File: src/rtl/mdiv_pkg.sv
// Shared types and helpers for the Mitchell log divider pipeline.
// Optional rounding in the last stage is enabled by M_DIVIDER_ROUND_EN.
package mdiv_pkg;

   localparam int WIDTH_DEF = 16;
   localparam int FRAC_DEF  = 8;

   function automatic int clog2w(input int w);
      int r;
      r = 0;
      for (int i = 0; i < 31; i++)
         if ((1 << i) < w) r = i + 1;
      return r;
   endfunction

   localparam int LW = clog2w(WIDTH_DEF);
   localparam int EW = LW + 1;

   // dz: divisor was zero, xz: dividend was zero
   typedef struct packed {
      logic dz;
      logic xz;
   } flags_t;

endpackage

File: src/rtl/mdiv_lod_enc.sv
// Leading-one detector: position of the leading one plus the remaining
// bits left-aligned as a WIDTH-1 bit Mitchell fraction.
module mdiv_lod_enc
   import mdiv_pkg::*;
#(
   parameter  int WIDTH = 16,
   localparam int KW    = clog2w(WIDTH)
) (
   input  logic [WIDTH-1:0] x_i,
   output logic [KW-1:0]    k_o,
   output logic [WIDTH-2:0] f_o,
   output logic             zero_o
);

   logic [WIDTH-1:0] oh;
   logic [WIDTH-1:0] masked;
   logic [KW-1:0]    sa;

   always_comb begin
      oh = '0;
      for (int i = 0; i < WIDTH; i++)
         if (x_i[i]) oh = WIDTH'(1) << i;
      k_o = '0;
      for (int i = 0; i < WIDTH; i++)
         if (oh[i]) k_o = k_o | KW'(i);
      masked = x_i & ~oh;
      sa     = KW'(WIDTH - 1) - k_o;
      f_o    = (WIDTH-1)'(masked << sa);
   end

   assign zero_o = ~|x_i;

endmodule

File: src/rtl/m_divider_pipe.sv
// Three-stage Mitchell logarithmic divider, Q(WIDTH).(FRAC) result.
// Define M_DIVIDER_ROUND_EN for half-up rounding instead of truncation.
module m_divider_pipe
   import mdiv_pkg::*;
#(
   parameter int WIDTH = WIDTH_DEF,
   parameter int FRAC  = FRAC_DEF,
   localparam int QW   = WIDTH + FRAC
) (
   input  logic             clk,
   input  logic             rst_n,
   input  logic             in_valid,
   output logic             in_ready,
   input  logic [WIDTH-1:0] X1,
   input  logic [WIDTH-1:0] X2,
   output logic             out_valid,
   input  logic             out_ready,
   output logic [QW-1:0]    res,
   output logic             div_zero
);

   localparam int KW  = clog2w(WIDTH);
   localparam int XEW = KW + 1;

   typedef struct packed {
      logic [KW-1:0]    k1;
      logic [KW-1:0]    k2;
      logic [WIDTH-2:0] f1;
      logic [WIDTH-2:0] f2;
      flags_t           fl;
   } s1_t;

   typedef struct packed {
      logic [XEW-1:0]   e;
      logic [WIDTH-2:0] m;
      flags_t           fl;
   } s2_t;

   logic adv;
   logic v1_q, v2_q, v3_q;
   s1_t  s1_d, s1_q;
   s2_t  s2_d, s2_q;
   logic [QW-1:0] res_d, res_q;
   logic          dz_d, dz_q;

   logic [KW-1:0]    k1, k2;
   logic [WIDTH-2:0] f1, f2;
   logic             z1, z2;

   assign adv      = !v3_q | out_ready;
   assign in_ready = adv;

   mdiv_lod_enc #(.WIDTH(WIDTH)) u_lod1 (
      .x_i(X1), .k_o(k1), .f_o(f1), .zero_o(z1)
   );

   mdiv_lod_enc #(.WIDTH(WIDTH)) u_lod2 (
      .x_i(X2), .k_o(k2), .f_o(f2), .zero_o(z2)
   );

   always_comb begin
      s1_d.k1    = k1;
      s1_d.k2    = k2;
      s1_d.f1    = f1;
      s1_d.f2    = f2;
      s1_d.fl.dz = z2;
      s1_d.fl.xz = z1 & ~z2;
   end

   // Modular subtraction already yields d+2^(WIDTH-1) when f1<f2.
   logic borrow;
   always_comb begin
      borrow  = s1_q.f1 < s1_q.f2;
      s2_d.m  = s1_q.f1 - s1_q.f2;
      s2_d.e  = {1'b0, s1_q.k1} - {1'b0, s1_q.k2}
              - {{(XEW-1){1'b0}}, borrow};
      s2_d.fl = s1_q.fl;
   end

   logic signed [31:0] sh;
   logic [WIDTH-1:0]   val;
   logic [WIDTH:0]     tmp;
   logic [QW-1:0]      res_t;
   logic [QW-1:0]      res_c;
`ifdef M_DIVIDER_ROUND_EN
   logic [QW:0]        sum;
`endif

   // tmp keeps one extra bit below the result: the first dropped bit.
   always_comb begin
      sh    = 32'(signed'(s2_q.e)) + FRAC - (WIDTH - 1);
      val   = {1'b1, s2_q.m};
      tmp   = '0;
      res_t = '0;
      if (sh >= 0) begin
         res_t = QW'(val) << sh;
      end else begin
         tmp   = {val, 1'b0} >> (-sh);
         res_t = QW'(tmp >> 1);
      end
`ifdef M_DIVIDER_ROUND_EN
      sum   = {1'b0, res_t} + {{QW{1'b0}}, tmp[0]};
      res_c = sum[QW] ? '1 : sum[QW-1:0];
`else
      res_c = res_t;
`endif
      dz_d  = s2_q.fl.dz;
      res_d = res_c;
      if (s2_q.fl.dz)      res_d = '1;
      else if (s2_q.fl.xz) res_d = '0;
   end

   always_ff @(posedge clk or negedge rst_n) begin
      if (!rst_n) begin
         v1_q  <= 1'b0;
         v2_q  <= 1'b0;
         v3_q  <= 1'b0;
         s1_q  <= '0;
         s2_q  <= '0;
         res_q <= '0;
         dz_q  <= 1'b0;
      end else if (adv) begin
         v1_q  <= in_valid;
         v2_q  <= v1_q;
         v3_q  <= v2_q;
         s1_q  <= s1_d;
         s2_q  <= s2_d;
         res_q <= res_d;
         dz_q  <= dz_d;
      end
   end

   assign out_valid = v3_q;
   assign res       = res_q;
   assign div_zero  = dz_q;

endmodule

File: config.mk
export PLATFORM = sky130hd
export DESIGN_NAME = m_divider_pipe
export DESIGN_NICKNAME = d
export VERILOG_FILES = /design/src/rtl/mdiv_pkg.sv /design/src/rtl/mdiv_lod_enc.sv /design/src/rtl/m_divider_pipe.sv
export SDC_FILE = /design/constraint.sdc
export NUM_CORES = 1
export LEC_CHECK = 0
export ABC_AREA = 1
export BUFFER_PORTS_ARGS = -buffer_cell sky130_fd_sc_hd__buf_4
export CAP_MARGIN = 10
export CORE_MARGIN = 3
export CORE_UTILIZATION = 67
export CTS_CLUSTER_DIAMETER = 120
export CTS_CLUSTER_SIZE = 10
export DETAILED_ROUTE_END_ITERATION = 16
export PLACE_DENSITY_LB_ADDON = 0.05
export SYNTH_ARGS = -nofsm -noshare
export SYNTH_HDL_FRONTEND = slang
export SYNTH_SLANG_ARGS = --single-unit
File: constraint.sdc
create_clock -name clk -period 5.6 [get_ports clk]
set_input_delay 0.84 -clock clk [delete_from_list [all_inputs] [get_ports clk]]
set_output_delay 0.84 -clock clk [all_outputs]
set_load 0.01 [all_outputs]
==> flow_results.org, run 1 <==
** Outcome
- Outcome :: complete, no violations

** Placed design
- Placed inst area :: 0.00869 mm²
- Input and output buffers added on the ports amount to 62.
- Placer Congestion :: 1.00
- DP Wirelength :: between 15000 and 20000 µm

** Drt
- Met3 Routed Length :: 1480 µm
- Iteration-0 DRC count of the detailed router :: 824
- Via density per instance :: 6.03
- Dividing the detail-routed wire length by the instance count gives between 15 and 20 µm.
- After detailed routing, the number of remaining DRC violations is 0.
- In the final routing, the length of wire on met1 measures 9480 µm.
- The first detailed-routing pass ran for 6 iterations.
- The count of nets left with antenna violations once routing finished came out at 0.
- After detailed routing, the total wire length is 22800 µm.
- For this block, the via count after detailed routing is 8754.
- Signal routing reaches up to met4.
- Sum of met2 wire segment lengths after detailed routing :: roughly 11000 µm

** Synthesis
- The synthesized design contains 0 enable-type register cells.
- Among all flip-flop cells after synthesis, the most frequent one is sky130_fd_sc_hd__dfrtp_1.
- The mapped netlist covers just over 0.008 mm².
- Of the post-synthesis cell area, the dominant cell type holds 0.273.
- The synthesized-area fraction occupied by ao, oa, aoi and oai cells was 0.143.
- Largest area contributor in the netlist :: sky130_fd_sc_hd__dfrtp_1
- Of the synthesized area, sequential elements account for 0.273.
- Adder and majority cell fraction of the synthesized area :: 0.0527
- Post-Syn Area per Cell :: 6.47 µm²
- Xor and xnor area share after synthesis :: 0.0106
- During synthesis, Yosys emitted a total of 0 warnings.
- #FFs+latches synth :: 90
- Combinational family with the most area after synthesis :: simple AND/OR/NAND/NOR gates
- Multiplexer share of the synthesized area :: 0
- Number of distinct library cells after synthesis :: 52
- In the synthesized netlist, the number of instances is between 1k and 1.5k.
- After synthesis, the share of flip-flops with an asynchronous set or reset is 1.00.
- Area fraction in and, or, nand and nor cells after synthesis :: 0.425
- Mapped Nets :: 1346
- After synthesis, the cell types taking the most area are sky130_fd_sc_hd__dfrtp_1 27%, sky130_fd_sc_hd__nand2_1 17%, sky130_fd_sc_hd__nand3_1 13%.

** Global route
- Overall Global Routing Usage :: 0.341
- Global routing finished with a remaining overflow of 0.
- First-pass GRT wire length :: between 30000 and 40000 µm
- Number of global-route vias before repair :: between 8k and 9k
- Pin count of the biggest net entering global routing :: 70
- Number of antenna violations at the first check in global routing :: 0

** Power and ir drop
- Across the VDD grid, the largest voltage drop is roughly 0.24 mV.
- Total leakage power :: 4.60 nW
- Total power density per cell area :: 549 mW/mm²
- The design draws 4.94 mW.

** Timing
- Summed over all failing endpoints, the final setup total negative slack is 0 ns.
- Timing would allow up to between 0.2 and 0.25 GHz.
- Worst Hold Slack :: 0.422 ns
- Setup violations, final :: 0
- The worst path needs roughly 4 ns of the cycle, external delays included.
- Final number of max-transition violations :: 0
- Slew at the pin closest to its max-slew limit :: 1.13 ns
- Relative max-transition margin :: 0.247
- Across the routed clock network, the largest skew measured is 0.0132 ns.
- In the finished design, the share of the clock period the worst path needs comes to 0.717.
- Setup repair after global routing missed its margin :: no
- Number of endpoints with negative hold slack in the final report :: 0

** Worst hold path
- Class of the tightest hold or removal check :: in2async

** Worst setup path
- Worst R2R End :: s2_q[21]
- Counting buffers and inverters, the worst setup path is 18 cells deep.
- Library cell contributing the largest single delay on the critical path :: sky130_fd_sc_hd__fa_1
- Critical path arrival :: 4.23 ns
- Worst-case register-to-register setup slack :: ~1.6 ns
- The largest single stage delay on the critical path is roughly 0.49 ns.
- STA classifies the critical path startpoint as a flop.
- End of the critical path :: s2_q[21]
- CP Cell Sequence :: ha_1 -> nand2_1 -> nor3_1 -> nand3_1 -> o2111ai_1 -> nand3_1 -> nand2_1 -> a21oi_1 -> o21bai_1 -> fa_1 -> ha_1 -> or2_2 -> fa_1 -> nor2_1 -> inv_1 -> a21oi_1 -> xnor2_1 -> o21ai_0
- CP required :: 5.81 ns
- Buffers and inverters on the worst path :: 1
- The most critical setup path has its startpoint at s1_q[22].
- The worst setup path is captured at a flop.
- Cell class contributing the biggest share of worst-path delay :: adder cells
- For the worst flop-to-flop path, the logic depth is 18.
- Top fanout value on the critical path :: 6
- The startpoint identified for the worst register-to-register timing path is s1_q[22].
- The critical path is of the reg2reg type.

** Die
- Measured along the y axis, the die boundary spans 117 µm.
- Effective utilization at floorplan :: 0.706
- During I/O placement, the number of pins put on the boundary was 63.
- In this run the standard cell core region covers between 0.01 and 0.015 mm².
- The floorplan step set the die width to 117 µm.
- Number of core rows :: 39
- The floorplan step defined a die boundary enclosing 0.0137 mm².

** Finish
- From synthesis to final layout, the design area changed by 8.75%.
- NumNets Final :: approximately 1.4k
- Layout cells sized above 1 :: 0.123
- Once layout is done, the placed cells without fillers occupy 0.00899 mm².
- Number of fill cells in the layout :: between 900 and 1k
- The library cell used most frequently in the layout, excluding fill and tap cells, is sky130_fd_sc_hd__nand2_1.
- Leading cell types in the layout, fill and taps excluded :: 375 x sky130_fd_sc_hd__nand2_1, 208 x sky130_fd_sc_hd__nand3_1, 121 x sky130_fd_sc_hd__inv_1
- The number of antenna diodes in the final layout is 0.

** Clock tree
- Num CTS Buffers :: 9
- CTS resizes :: 0
- In this run the deepest clock path goes through 2 buffers.
- Clock-pin slew was measured on the worst setup and hold paths at 0.08 ns.
- Clk sinks :: 90
- Post-CTS setup buffer count :: 0
- Count of hold-fix buffers inserted at cts :: 0
- Latest clock arrival within the worst-skew pair :: 0.35 ns
- Number of levels in the clock H-tree :: 3
- CTS tree :: built
- CTS root buf :: sky130_fd_sc_hd__clkbuf_16

** Run
- Across the run, the number of max-cap violations was 0.
[logic make-up (layout without fill, tap and decap cells)]
kind of cell,after synthesis,count (layout)
AOI/OAI and AO/OA,202,202
buffers and inverters,189,220
xor gates and xnor gates,10,10
adders and majority gates,33,33
and+or+nand+nor,753,753
DFF,90,90
[synthesized netlist by cell type (4+ instances only)]
library cell               instances
sky130_fd_sc_hd__or2_2             6
sky130_fd_sc_hd__xnor2_1           5
sky130_fd_sc_hd__a21oi_1          48
sky130_fd_sc_hd__nand3_1         208
sky130_fd_sc_hd__buf_6             6
sky130_fd_sc_hd__nor2_1           74
sky130_fd_sc_hd__dfrtp_1          90
sky130_fd_sc_hd__nand2_2          14
sky130_fd_sc_hd__o211ai_1         18
sky130_fd_sc_hd__o21ai_0          88
sky130_fd_sc_hd__nand2_1         375
sky130_fd_sc_hd__buf_2            16
sky130_fd_sc_hd__inv_2            12
sky130_fd_sc_hd__nand4_1          24
sky130_fd_sc_hd__nor2_4           10
sky130_fd_sc_hd__clkbuf_1         24
sky130_fd_sc_hd__buf_4             4
sky130_fd_sc_hd__nand3_2           5
sky130_fd_sc_hd__o21ai_1          14
sky130_fd_sc_hd__ha_1             30
sky130_fd_sc_hd__buf_1             4
sky130_fd_sc_hd__xor2_1            5
sky130_fd_sc_hd__o211ai_2          4
sky130_fd_sc_hd__inv_1           121
sky130_fd_sc_hd__a22oi_1           5
sky130_fd_sc_hd__a31oi_1           6
sky130_fd_sc_hd__o31ai_1           4
sky130_fd_sc_hd__nand3_4           5
sky130_fd_sc_hd__nor3_1            9
sky130_fd_sc_hd__nor2_2            5
[registers in the layout (all words and copies together), names as in the netlist]
register   count
v1_q           1
out_valid      1
dz_d           1
s1_q          40
s2_q          21
v2_q           1
div_zero       1
res           24
[metrics by stage]
stage	utilization	instances	worst slack (ns)
after floorplan	-	1277	2.11
after detailed placement	0.742	1435	1.62
final	0.767	1451	1.58
after CTS	0.767	1451	1.60
after global routing	0.767	1451	1.22
after global placement	0.742	1435	1.67
[final cells by class]
type / count / area, µm² / share of cell area
Timing Repair Buffer: 69 / 518 / 0.0576
Sequential cell: 90 / 2250 / 0.251
Clock buffer: 9 / 225 / 0.0251
Multi-Input combinational cell: 998 / 5230 / 0.581
Inverter: 135 / 512 / 0.0569
Tap cell: 143 / 179 / 0.0199
Clock inverter: 7 / 76.3 / 0.00849
[power by group]
part           total (mW)  switching (mW)  internal (mW)
Sequential           1.03           0.151          0.881
Clock               0.623           0.274          0.349
Combinational        3.28            2.21           1.07
[per-layer routing]
| layer | up-vias | track usage |
|---|---|---|
| li1 | 4317 | - |
| met1 | 3974 | 0.438 |
| met2 | 383 | 0.557 |
| met3 | 80 | 0.0540 |
| met4 | 0 | 0.174 |
| met5 | - | 0 |
[worst min-delay path by stage]
| stage | start | to | slack (ns) | depth (start not counted) |
|---|---|---|---|---|
| CTS | rst_n | s2_q[20] | 0.45 | 1 |
| floorplan | v2_q | out_valid | 0.44 | 1 |
| global placement | s1_q[1] | dz_d | 0.46 | 2 |
| global route | rst_n | s2_q[20] | 0.46 | 1 |
| detailed placement | v2_q | out_valid | 0.46 | 1 |
| finish | rst_n | s1_q[37] | 0.42 | 1 |
No activity file was read; power rests on OpenSTA's default activity.
==> run 2, diff against run 1 <==
Settings changed: CORE_UTILIZATION 67 to 56.
Clock period 5.6 ns to 3.2 ns, I/O delays scaled along.
==> flow_results.org, run 2 (synthesis gave the netlist of run 1 again) <==
** Clock tree
- Clock Pin Slew Worst Setup and Hold Paths :: around 0.07 ns
- Clock latency on the worst-skew pair, taken at its later pin, is 0.35 ns.
- Clk sinks :: 90
- CTS tree :: built
- Num CTS Buffers :: 9
- The root buffer cell chosen for the clock tree is sky130_fd_sc_hd__clkbuf_16.
- The clock tree synthesis step divided the H-tree into 3 levels.
- Deepest clock path buffer count :: 2

** Outcome
- The checks that failed: negative setup slack.
- Outcome :: complete, but fails checks

** Worst setup path
- Crit path largest cell delay :: 0.60 ns
- In this run the worst path has a maximum fanout of 4.
- On the critical path, the stage with the largest delay is an instance of sky130_fd_sc_hd__fa_1.
- Startpoint kind of the worst setup timing path :: flop
- The critical path goes through ha_4 -> a21oi_2 -> nand2_2 -> nand2_2 -> o2111ai_2 -> nand3_2 -> nand2_2 -> a21oi_2 -> o21bai_2 -> fa_1 -> inv_1 -> ha_2 -> or2_4 -> fa_2 -> nor2_4 -> inv_2 -> a21oi_2 -> xnor2_1 -> o21ai_1.
- Worst R2R Start :: s1_q[23]
- The number of buffers and inverters on the critical path is 2.
- Counting cells, the worst reg-to-reg path comes to 19.
- Data on the critical path is required at its endpoint by between 3 and 4 ns.
- The worst setup path is captured at a flop.
- In this run the critical register-to-register path is captured at s2_q[21].
- Crit Path Category :: reg2reg
- Critical path arrival :: approximately 4.1 ns
- Worst-case register-to-register setup slack :: -0.67 ns
- Cell class contributing the biggest share of worst-path delay :: adder cells

** Finish
- The top cell types in the final layout, fill and taps aside, are 367 x sky130_fd_sc_hd__nand2_1, 200 x sky130_fd_sc_hd__nand3_1, 140 x sky130_fd_sc_hd__buf_4.
- More flip-flops sit in one register than any other, and that register is s1_q.
- Counting the fill cells in the layout gives 1181.
- Across the whole layout, storage elements account for about 0.0023 mm².
- Layout cells sized above 1 :: 0.218
- The count of cells in the finished layout, fillers not included, comes to roughly 1.6k.
- Layout-stage area growth over the synthesis result :: 23.1%
- Commonest non-fill, non-tap cell in the layout :: sky130_fd_sc_hd__nand2_1
- Area occupied by multi-input gates :: 0.00547 mm²
- Flip-flop count of the largest register after layout :: 40
- NumNets Final :: approximately 1.5k
- 0 antenna diodes ended up in the layout.

** Power and ir drop
- The analysis attributes to cell leakage a power of 5.17 nW.
- Max rail drop VDD :: between 0.4 and 0.5 mV
- For this design the ratio of total power to cell area is 995 mW/mm².

** Die
- The initial utilization of the core area, before any placement, comes to 0.584.
- Total Die Area :: 0.0163 mm²
- Die width :: about 130 µm
- The region available for standard cell placement spans 0.0141 mm².
- Number of core rows :: 43
- Height of the chip :: roughly 130 µm
- Number of ports placed on the die boundary :: 63

** Timing
- The clock arrives with 0.00880 ns of skew.
- Worst Hold Slack :: 0.150 ns
- Setup slack of the critical path after layout :: -0.674 ns
- Setup violations remaining at the end of the flow were counted as 5.
- Setup repair after global routing missed its margin :: yes
- Max Freq :: 0.258 GHz
- Tmin final :: 3.87 ns
- Total negative slack :: -2.17 ns
- Fin crit share :: 1.21
- Number of endpoints with negative hold slack in the final report :: 0
- Headroom to the max-slew limit came out at 0.405.
- For the pin with the worst max-slew slack, the measured transition is approximately 0.9 ns.
- The max-slew violation count came to 0.

** Placed design
- Counting tap cells, the placed design contains a total of roughly 1.5k instances.
- Placer Congestion :: 0.974
- DP Wirelength :: roughly 18000 µm
- PortBufs :: 62

** Drt
- Iteration-0 DRC count of the detailed router :: 800
- DRC Markers :: 0
- In this run the remaining antenna-violating nets after routing total 0.
- Across all layers, the routed design uses approximately 9.3k vias.
- After detailed routing, the number of vias per cell comes to 5.87.
- Wire length per cell after detailed routing :: 16.7 µm
- The routed design has 26600 µm of wire.
- For this run, the detailed router's first-pass iteration total came to 8.

** Global route
- Number of antenna violations at the first check in global routing :: 0
- Overall Global Routing Usage :: 0.322
- Number of global-route vias before repair :: between 8k and 9k
- The total overflow left after global routing is 0.
- The first global-routing pass estimated 42800 µm of wire.
- Entering global routing, the biggest net connects 58 pins.

** Run
- Max-cap violations in this run came to 0.

** Worst hold path
- The min-delay analysis places its worst path in the category in2async.
[run 2: changes by cell type in the layout (fill, tap and decap cells not counted), moves of 5 or more]
cell                      change
sky130_fd_sc_hd__buf_4       +71
sky130_fd_sc_hd__buf_6       +30
sky130_fd_sc_hd__ha_1         -9
sky130_fd_sc_hd__nand2_1      -8
sky130_fd_sc_hd__nand3_1      -8
sky130_fd_sc_hd__ha_4         +7
sky130_fd_sc_hd__nand2_2      +7
sky130_fd_sc_hd__nand3_2      +7
sky130_fd_sc_hd__inv_1        -6
sky130_fd_sc_hd__inv_2        +5
sky130_fd_sc_hd__o21ai_0      -5
[run 2: how the worst max path moves through the flow]
stage,startpoint,endpoint,cells past startpoint,slack [ns]
3_5_place_dp,s1_q[6],s2_q[21],23,-0.56
2_1_floorplan,s1_q[21],s2_q[21],20,-0.17
5_1_grt,s1_q[23],s2_q[21],19,-0.80
3_3_place_gp,s1_q[6],s2_q[21],23,-0.42
4_1_cts,s1_q[21],s2_q[21],19,-0.33
6_report,s1_q[23],s2_q[21],19,-0.67
[run 2: area by class of cell]
class                      count  area share
clock buffer                  13      0.0256
clock inverter                 3     0.00234
inverter                     135      0.0505
multi-input combinational    998       0.538
sequential                    90       0.221
tap                          180      0.0221
timing repair buffer         172       0.140
[run 2: metal layers]
layer  vias up  GRT usage  wire length, µm
li1       4515          -                -
met1      4290      0.380            10400
met2       419      0.551            12900
met3       121     0.0585             1610
met4         0      0.185             1610
met5         -          0                0
[run 2: power by group]
part	switching, mW	internal, mW
Combinational	4.45	2.82
Sequential	0.288	1.54
Clock	0.453	0.571
[run 2: per-stage QoR]
step | area (µm²) | total power, mW | util | worst slack [ns]
floorplan | 8350 | 6.14 | - | -0.173
global placement | 9260 | 7.91 | 0.654 | -0.418
detailed placement | 9260 | 8.00 | 0.654 | -0.557
CTS | 10000 | 9.51 | 0.707 | -0.331
global route | 10200 | 10.9 | 0.719 | -0.801
finish | 10200 | 10.1 | 0.719 | -0.674
[run 2: worst reg2reg max path, stage by stage (launching register included)]
cell	delay, ns
sky130_fd_sc_hd__dfrtp_1	0.42
sky130_fd_sc_hd__ha_4	0.28
sky130_fd_sc_hd__a21oi_2	0.18
sky130_fd_sc_hd__nand2_2	0.10
sky130_fd_sc_hd__nand2_2	0.07
sky130_fd_sc_hd__o2111ai_2	0.15
sky130_fd_sc_hd__nand3_2	0.14
sky130_fd_sc_hd__nand2_2	0.08
sky130_fd_sc_hd__a21oi_2	0.17
sky130_fd_sc_hd__o21bai_2	0.13
sky130_fd_sc_hd__fa_1	0.60
sky130_fd_sc_hd__inv_1	0.07
sky130_fd_sc_hd__ha_2	0.17
sky130_fd_sc_hd__or2_4	0.24
sky130_fd_sc_hd__fa_2	0.39
sky130_fd_sc_hd__nor2_4	0.12
sky130_fd_sc_hd__inv_2	0.07
sky130_fd_sc_hd__a21oi_2	0.16
sky130_fd_sc_hd__xnor2_1	0.13
sky130_fd_sc_hd__o21ai_1	0.08
[run 2: what timing repair did]
| item | 4_1_cts | 5_1_grt |
|---|---|---|
| endpoints found under the setup margin | 4 | 23 |
| pin swaps | 27 | 20 |
| hold buffers | 0 | 0 |
| gates resized for setup | 44 | 48 |
| buffers inserted | 44 | 32 |
==> run 3, diff against run 2 <==
Settings changed: CORE_MARGIN 3 to 2.
==> flow_results.org, run 3 (synthesis gave the netlist of run 1 again) <==
** Finish
- Registers take 0.00225 mm².
- Commonest non-fill, non-tap cell in the layout :: sky130_fd_sc_hd__nand2_1
- s1_q holds more flip-flops than any other register.
- The top cell types in the final layout, fill and taps aside, are 368 x sky130_fd_sc_hd__nand2_1, 202 x sky130_fd_sc_hd__nand3_1, 168 x sky130_fd_sc_hd__buf_4.
- Layout cells sized above 1 :: 0.219
- Number of fill cells in the layout :: ~1.3k
- Layout-stage area growth over the synthesis result :: 22.8%
- For this run, the number of standard cells in the final layout without fillers is 1598.
- The multi-input combinational cells in the finished layout cover a total of 0.00546 mm².
- Count of antenna diodes in the layout :: 0
- The register with the most flip-flops in the layout has 40 of them.
- Measured on the finished design, the core utilization comes to 0.701.
- NumNets Final :: 1480

** Clock tree
- Deepest clock path buffer count :: 2
- The tree is rooted in a sky130_fd_sc_hd__clkbuf_16.
- Clock Pin Slew Worst Setup and Hold Paths :: 0.06 ns
- Count of hold-fix buffers inserted at cts :: 0
- TritonCTS built the clock tree.
- Num CTS Buffers :: 9
- In this run the number of H-tree levels came out at 3.
- Latest clock arrival within the worst-skew pair :: 0.35 ns
- Clk sinks :: 90

** Placed design
- Pre-CTS WS :: -0.489 ns
- DP Wirelength :: 18100 µm
- During placement, the flow inserted port buffers numbering 62.
- The congestion estimate from routability-driven global placement came to 0.943.
- After detailed placement, the design holds a cell count of 1539.

** Worst setup path
- CP required :: 3.46 ns
- Along the worst path, the maximum fanout reaches 3.
- Crit Path Category :: reg2reg
- Data arrives at the worst endpoint at 3.93 ns.
- STA classifies the critical path endpoint as a flop.
- Startpoint kind of the worst setup timing path :: flop

** Power and ir drop
- In this run the power density over the cells is 1020 mW/mm².
- The share of total power dissipated in sequential elements is 0.177.
- Across the VDD grid, the largest voltage drop is 0.460 mV.
- Of the total power, combinational logic draws 0.709.
- Switching Power :: 5.09 mW
- Switching fraction of total power :: 0.493
- Part of the power in the clock network :: 0.115
- The internal portion of the total power is 5.23 mW.
- The analysis attributes to cell leakage a power of 5.17 nW.

** Timing
- Clock skew on the completed layout was measured at 0.00973 ns.
- Slew at the pin closest to its max-slew limit :: about 0.87 ns
- Setup slack of the critical path after layout :: -0.469 ns
- Setup violations, final :: 6
- Max Freq :: 0.273 GHz
- Relative max-transition margin :: 0.422
- Setup repair after global routing missed its margin :: yes
- Dividing the final minimum period by the clock period gives 1.15.
- The final hold violation count came to 0.
- The max-slew violation count was 0.
- Counting I/O delays and the setup requirement, the final critical path takes 3.67 ns.

** Worst hold path
- Class of the tightest hold or removal check :: in2async

** Die
- The die covers 0.0157 mm².
- Effective utilization at floorplan :: 0.571
- Pin placement for this block handled 63 I/O pins.
- Height of the chip :: between 100 and 150 µm
- The floorplan has 44 rows.
- Core box area :: 0.0145 mm²
- Die width :: 125 µm

** Global route
- Global routing finished with a remaining overflow of 0.
- The number of antenna violations at the first check in global routing came to 0.
- Pin count of the biggest net entering global routing :: 68
- Overall Global Routing Usage :: 0.319
- The first global-routing pass estimated a little over 40000 µm of wire.
- Number of global-route vias before repair :: 8639

** Drt
- Iteration-0 DRC count of the detailed router :: 825
- The detail route stage leaves a number of antenna-violating nets equal to 0.
- DRC Markers :: 0
- Wire length per cell after detailed routing :: 16.0 µm
- The pre-antenna-repair detailed-routing pass consisted of 6 iterations.
- Final WL :: about 26000 µm
- Total vias in the final route :: 9165
- Via density per instance :: around 5.7

** Run
- Max-cap violations in this run came to 0.

** Outcome
- The run finished, with violations left.
- Violations in the final reports :: negative setup slack
## run 3: final timing paths
check	start	endpoint	slack [ns]	cells past startpoint
min	rst_n	s2_q[21]	0.22	1
min reg2reg	v2_q	out_valid	0.46	1
max in group asynchronous	rst_n	s1_q[26]	2.25	2
max reg2reg	s1_q[21]	s2_q[19]	-0.47	20
min in group clk	in_valid	v1_q	0.35	3
max	s1_q[21]	s2_q[19]	-0.47	20
## run 3: power by group through the flow
stage	registers, mW	logic (mW)	clock network (mW)
final	1.82	7.31	1.18
after global routing	1.87	8.03	1.24
after CTS	1.81	6.76	1.19
after detailed placement	1.83	6.19	0
after global placement	1.81	6.14	0
after floorplan	1.83	4.31	0
## run 3: timing repair
item	4_1_cts	5_1_grt
pin swaps	17	20
gates resized for setup	26	24
endpoints found under the setup margin	5	21
setup buffers	36	11
## run 3: final cells by class
| cell class | instances | area share |
|---|---|---|
| inverter | 135 | 0.0509 |
| sequential | 90 | 0.222 |
| tap | 184 | 0.0227 |
| clock buffer | 11 | 0.0229 |
| clock inverter | 3 | 0.00888 |
| timing repair buffer | 177 | 0.134 |
| multi-input combinational | 998 | 0.538 |
## run 3: routing by layer
metal,vias up,share of wire,GRT usage
met4,0,0.060,0.192
met3,104,0.047,0.0338
met2,350,0.48,0.539
li1,4531,-,-
met5,-,0,0
met1,4180,0.41,0.393
## run 3: critical path: stages, from the launching register on
cell                        delay, ns
sky130_fd_sc_hd__dfrtp_1         0.41
sky130_fd_sc_hd__ha_4            0.30
sky130_fd_sc_hd__inv_4           0.05
sky130_fd_sc_hd__o21ai_2         0.12
sky130_fd_sc_hd__nand3_2         0.13
sky130_fd_sc_hd__nand2_2         0.08
sky130_fd_sc_hd__nand2_2         0.06
sky130_fd_sc_hd__o2111ai_4       0.11
sky130_fd_sc_hd__nand3_2         0.13
sky130_fd_sc_hd__nand2_2         0.11
sky130_fd_sc_hd__a21oi_2         0.07
sky130_fd_sc_hd__o21bai_2        0.21
sky130_fd_sc_hd__fa_1            0.47
sky130_fd_sc_hd__ha_2            0.18
sky130_fd_sc_hd__or2_4           0.26
sky130_fd_sc_hd__fa_2            0.37
sky130_fd_sc_hd__nor2_2          0.10
sky130_fd_sc_hd__inv_2           0.05
sky130_fd_sc_hd__buf_4           0.13
sky130_fd_sc_hd__buf_6           0.10
sky130_fd_sc_hd__a31oi_1         0.16
## run 3: per-stage QoR
step           hold WS (ns)  power [mW]  TNS [ns]  area [µm²]
2_1_floorplan         0.184        6.14    -0.173        8350
3_3_place_gp          0.451        7.95    -0.932        9300
3_5_place_dp          0.449        8.01     -1.18        9300
4_1_cts               0.290        9.77    -0.879        9970
5_1_grt               0.326        11.1     -3.51       10100
6_report              0.222        10.3     -2.22       10100
